===== src/rtl/spectro_column_scheduler.sv =====
// Writes each accepted FFT frame as one 4-bit-magnitude column of a rotating display-RAM ring.
// Latency: a bin accepted in cycle n is written in cycle n+1; drop pulse and pointer are registered.
// Backpressure: none, bins are never stalled; out-of-order or early frames are dropped and flagged.
module spectro_column_scheduler #(
    parameter int WORD_WIDTH    = 16,
    parameter int FFT_SIZE      = 128,
    parameter int NO_FFTS       = 50,
    parameter int NO_BANKS      = 2,
    parameter int ADDRESS_WIDTH = 12,
    parameter int MAG_SHIFT     = 8,
    parameter int DECIM         = 1
) (
    input  logic                                 clk,
    input  logic                                 reset,
    input  logic                                 bin_valid,
    input  logic [$clog2(FFT_SIZE/2)-1:0]        bin_idx,
    input  logic [2*WORD_WIDTH-1:0]              bin_data,
    input  logic                                 vsync,
    output logic [NO_BANKS-1:0]                  ram_wr_en,
    output logic [ADDRESS_WIDTH-1:0]             ram_wr_address,
    output logic [3:0]                           ram_wr_data,
    output logic signed [$clog2(NO_FFTS):0]      oldest_fft_idx,
    output logic                                 frame_dropped,
    output logic                                 busy
);
    localparam int BINS  = FFT_SIZE / 2;
    localparam int IDX_W = $clog2(BINS);
    localparam int COL_W = $clog2(NO_FFTS);
    localparam int DEC_W = (DECIM > 1) ? $clog2(DECIM) : 1;
    localparam int MAG_W = WORD_WIDTH + 1;

    typedef enum logic [1:0] {S_IDLE, S_CAPTURE, S_SKIP, S_COMMIT_WAIT} state_t;

    state_t                     state, state_nxt;
    logic [COL_W-1:0]           wr_col;
    logic [NO_BANKS-1:0]        bank;
    logic [ADDRESS_WIDTH-1:0]   col_base;
    logic [DEC_W-1:0]           decim_cnt;
    logic [IDX_W-1:0]           expected;

    logic                       frame_start, last_bin;
    logic                       wr_now, drop_now, commit_now, take_start;
    logic [COL_W-1:0]           wr_col_inc;
    logic                       wr_col_wrap;
    logic [NO_BANKS-1:0]        bank_rot;

    // Sign-extend by one bit so that |-2^(W-1)| is representable exactly.
    function automatic logic [MAG_W-1:0] abs_ext(input logic signed [WORD_WIDTH-1:0] v);
        logic signed [MAG_W-1:0] e;
        e = {v[WORD_WIDTH-1], v};
        return e[MAG_W-1] ? -e : e;
    endfunction

    logic [MAG_W-1:0] mag, mag_shr;
    logic [3:0]       quant;

    assign mag     = abs_ext(bin_data[2*WORD_WIDTH-1:WORD_WIDTH]) + abs_ext(bin_data[WORD_WIDTH-1:0]);
    assign mag_shr = mag >> MAG_SHIFT;
    assign quant   = (mag_shr > MAG_W'(15)) ? 4'd15 : mag_shr[3:0];

    assign frame_start = bin_valid && (bin_idx == '0);
    assign last_bin    = (bin_idx == IDX_W'(BINS - 1));
    assign wr_col_wrap = (wr_col == COL_W'(NO_FFTS - 1));
    assign wr_col_inc  = wr_col_wrap ? '0 : wr_col + 1'b1;
    assign bank_rot    = (bank << 1) | (bank >> (NO_BANKS - 1));

    always_ff @(posedge clk or negedge reset) begin
        if (!reset) state <= S_IDLE;
        else        state <= state_nxt;
    end

    always_comb begin
        state_nxt  = state;
        wr_now     = 1'b0;
        drop_now   = 1'b0;
        commit_now = 1'b0;
        take_start = 1'b0;
        case (state)
            S_IDLE: begin
                if (frame_start) begin
                    take_start = 1'b1;
                    if (decim_cnt == '0) begin
                        wr_now    = 1'b1;
                        state_nxt = S_CAPTURE;
                    end else begin
                        state_nxt = S_SKIP;
                    end
                end
            end
            S_CAPTURE: begin
                if (bin_valid) begin
                    if (bin_idx == expected) begin
                        wr_now = 1'b1;
                        if (last_bin) state_nxt = S_COMMIT_WAIT;
                    end else begin
                        drop_now  = 1'b1;
                        state_nxt = S_IDLE;
                    end
                end
            end
            S_SKIP: begin
                if (bin_valid && last_bin) state_nxt = S_IDLE;
            end
            S_COMMIT_WAIT: begin
                // A frame arriving before the column is published has nowhere to go.
                if (frame_start) drop_now = 1'b1;
                if (vsync) begin
                    commit_now = 1'b1;
                    state_nxt  = S_IDLE;
                end
            end
            default: state_nxt = S_IDLE;
        endcase
    end

    always_comb begin
        busy = (state == S_CAPTURE) || (state == S_COMMIT_WAIT);
    end

    always_ff @(posedge clk or negedge reset) begin
        if (!reset) begin
            ram_wr_en      <= '0;
            ram_wr_address <= '0;
            ram_wr_data    <= '0;
            oldest_fft_idx <= '0;
            frame_dropped  <= 1'b0;
            wr_col         <= '0;
            bank           <= NO_BANKS'(1);
            col_base       <= '0;
            decim_cnt      <= '0;
            expected       <= '0;
        end else begin
            ram_wr_en      <= wr_now ? bank : '0;
            ram_wr_address <= wr_now ? col_base + ADDRESS_WIDTH'(bin_idx) : '0;
            ram_wr_data    <= wr_now ? quant : '0;
            frame_dropped  <= drop_now;
            if (wr_now) expected <= bin_idx + 1'b1;
            if (take_start)
                decim_cnt <= (decim_cnt == DEC_W'(DECIM - 1)) ? '0 : decim_cnt + 1'b1;
            if (commit_now) begin
                wr_col         <= wr_col_inc;
                oldest_fft_idx <= {1'b0, wr_col_inc};
                bank           <= bank_rot;
                // Columns fill banks round-robin; the base advances once every bank has a column.
                if (wr_col_wrap)             col_base <= '0;
                else if (bank[NO_BANKS-1])   col_base <= col_base + ADDRESS_WIDTH'(BINS);
            end
        end
    end
endmodule


===== config.mk =====
export PLATFORM = sky130hd
export DESIGN_NAME = spectro_column_scheduler
export DESIGN_NICKNAME = d
export VERILOG_FILES = /design/src/rtl/spectro_column_scheduler.sv
export SDC_FILE = /design/constraint.sdc
export NUM_CORES = 1
export LEC_CHECK = 0
export ABC_AREA = 1
export CORE_MARGIN = 1.5
export CORE_UTILIZATION = 57
export DETAILED_ROUTE_END_ITERATION = 10
export MAX_ROUTING_LAYER = met4
export PLACE_DENSITY_LB_ADDON = 0.08
export SLEW_MARGIN = 20
export SYNTH_ARGS = -nofsm -noshare
export SYNTH_HDL_FRONTEND = slang
export SYNTH_SLANG_ARGS = --single-unit

===== constraint.sdc =====
create_clock -name clk -period 4.9 [get_ports clk]
set_clock_uncertainty 0.2 [all_clocks]
set_input_delay 0.49 -clock clk [delete_from_list [all_inputs] [get_ports clk]]
set_output_delay 0.49 -clock clk [all_outputs]
set_load 0.01 [all_outputs]

==> impl_metrics.ini <==
[detailed_routing]
drt_iter0_drc = 129
dr.pass1.iters = 4
wl_met1_um = 3089
ant_nets = 0
top_layer_used = met4
via_count = 3302
avgViaCountPerCell = 5.104
wl_per_cell_um = 11.53
dr_wl_met2_um = 3929
drcViolationCount = 0
wl_met3_um = 263
postRouteWirelength_um = 7463

[global_route]
antenna_found_initial = 0
grt_max_degree = 42
grt.overflow.total = 0
grt_pass1_vias = 3121
grt_use_total = 0.2486
grt_pass1_wl_um = 12470

[cells_and_area]
antenna_cells = 0
area_growth_pct = 23.61
nets = 635
post-route-util = 0.7233
drive_above_1_share = 0.05594

[clock_network]
hold_buffers = 0
insertion_delay_ns = 0.30
cts_sinks = 41
cts.repair.resized = 0
clockBufferDepth = 2
cts_tree = done
cts.clk_slew.worst_paths_ns = 0.09
post-cts-setup-buffer-count = 0
cts_buffers = 5
cts_max_level = 2
clock-root-buffer = clkbuf_8

[sta]
hold_viol = 0
fmax_mhz = 268.9
min_period_ns = 3.718
finalCritPeriodShare = 0.7589
worst_pin_slew_ns = 0.8830
setup_ws_ns = 1.182
slew_viol_final = 0
setup_viol = 0
rsz0062_at_grt = false
fin_hold_ws_ns = 0.09977
slew_headroom = 0.4113
setup_tns_ns = 0

[synthesis]
netlist_top_cells_count = nand2_1, inv_1, nor2_1, dfrtp_1, nand3_1
ys_seq_elements = 41
synth.distinct_cells = 42
synth_area_leaders = dfrtp_1, nand2_1, inv_1
yosysWarningCount = 0
synth_top_area_frac = 0.2924
yosys.area.top_type = dfrtp_1
syn_inst = 503
synth_ff_type = dfrtp_1
synth_edf_count = 0
syn_nets = 567
async_reset_ff_frac = 1.000
synth.avg_cell_area_sq_um = 6.806
synth.most_common_cell = nand2_1
synth_area_sq_um = 3423
yosysSeqAreaShare = 0.3001

[worst_setup_path]
crit_type = in2reg
cp_slowest_cell = clkdlybuf4s50_1
worstReg2RegEnd = col_base[10]$_DFFE_PN0P_
cp_max_fo = 5
cpPeakStageDelay_ns = 0.42
start_kind = input port
r2r_start = wr_col[1]$_DFFE_PN0P_
path_common_cell = nand2_1
endpoint_kind = flop
cp.depth = 23
crit_chain = clkdlybuf4s50_1 -> inv_1 -> ha_1 -> inv_1 -> nor3_1 -> nand3_1 -> nor3_2 -> nand3_1 -> nand2_1 -> xor2_1 -> ha_1 -> nand2_1 -> inv_1 -> nand2_1 -> inv_1 -> a21oi_1 -> nand2_1 -> nand2_1 -> nand2_1 -> nor2_1 -> nand3_1 -> nor2_1 -> nor2_1
ff2ff_setup_slack_ns = 2.92
crit_family = simple AND/OR/NAND/NOR gates
critPathBufInv = 5
worstPathRequired_ns = 4.87
worstSetupStartpoint = bin_data[0]
crit_end = ram_wr_data[2]$_DFF_PN0_
r2r_cells = 9
worstPathArrival_ns = 3.69

[die]
ios = 69
die_w_um = 80.50
die-area_sq_um = 6479
rows = 28
die_y_um = 80.50
fp.coreArea_sq_um = 5851
start_util = 0.5851

[pwr]
power_frac_comb = 0.402
intPower_uw = 641.6
power.leakage_nw = 2.246
vdd_drop_max_v = 0.0001846
power_mw = 1.026
p_switching_uw = 384.8
seqPwrFrac = 0.379
p_per_area_nw_per_um2 = 242.6
p_sw_frac = 0.3749
pwr-share-clk = 0.219

[place]
gp_congestion = 0.9344
preCtsSetupSlack_ns = 0.8920
hpwlAfterDp_um = 6152
io_buffers = 67

[flow_run]
maxCapViolations = 0

[worst_hold_path]
worst_hold_path_type = in2async

[status]
status = finished, final reports clean
worst min-delay path by stage:
stage                                 start                     endpoint  slack [ns]  cells past startpoint
CTS                                   reset  ram_wr_address[6]$_DFF_PN0_        0.13                      1
detailed placement  expected[1]$_DFFE_PN0P_      expected[1]$_DFFE_PN0P_        0.28                      2
global route                          reset  ram_wr_address[6]$_DFF_PN0_        0.16                      1
global placement    expected[1]$_DFFE_PN0P_      expected[1]$_DFFE_PN0P_        0.28                      2
floorplan                             reset          bank[1]$_DFFE_PN0P_      -0.006                      0
finish                                reset  ram_wr_address[7]$_DFF_PN0_         0.1                      1
area by class of cell:
class                           count  area, sq um
Tap cell                           75        93.84
Timing Repair Buffer               67        665.6
Multi-Input combinational cell    368         2018
Clock inverter                      3        25.02
Inverter                           88        332.8
Clock buffer                        5        68.82
Fill cell                         498         1619
Sequential cell                    41         1027
sequential cells by signal (all words and copies together) (netlist names):
| register | cells |
|---|---|
| ram_wr_address | 12 |
| col_base | 6 |
| expected | 6 |
| wr_col | 6 |
| ram_wr_data | 4 |
| bank | 2 |
| ram_wr_en | 2 |
| state | 2 |
| frame_dropped | 1 |
power groups by stage:
stage | Combinational [mW] | Sequential [mW] | Clock, mW
2_1_floorplan | 0.282 | 0.394 | 0
3_3_place_gp | 0.398 | 0.394 | 0
3_5_place_dp | 0.409 | 0.395 | 0
4_1_cts | 0.412 | 0.389 | 0.229
5_1_grt | 0.469 | 0.392 | 0.244
6_report | 0.412 | 0.389 | 0.225
layout by cell type (no fill, tap or decap), types with 3 or more instances in the layout:
master           count
xnor2_1             11
nor3b_1              4
nand3_1             31
o21ai_0             13
nor2_1              67
nand2_1            129
or2_2                3
ha_1                22
clkdlybuf4s50_1     66
a31oi_1              3
inv_1               85
dfrtp_1             40
nor3_2               3
nor3_1               9
o22ai_1              3
clkbuf_8             5
a21oi_1             20
xor2_1              23
metal layers:
metal / vias up / GRT usage
li1: 1698 / -
met4: 0 / 0.1000
met1: 1504 / 0.2691
met2: 82 / 0.4538
met5: - / -
met3: 18 / 0.03636
metrics by stage:
step / cell area (sq um) / std cells
6_report: 4232 / 647
2_1_floorplan: 3423 / 503
4_1_cts: 4232 / 647
3_5_place_dp: 4138 / 639
3_3_place_gp: 4138 / 639
5_1_grt: 4232 / 647
cell families (layout without fill, tap and decap cells):
| kind of cell | Yosys count | in the layout | share of synthesized area |
|---|---|---|---|
| compound gates | 47 | 47 | 0.07712 |
| xor+xnor | 34 | 34 | 0.08699 |
| fa+ha+maj | 22 | 22 | 0.08041 |
| buf+inv | 94 | 163 | 0.1104 |
| flops | 41 | 41 | 0.3001 |
| other cells | 1 | 1 | 0.001095 |
| simple gates | 264 | 264 | 0.3439 |
(Power assumes the default switching activity.)
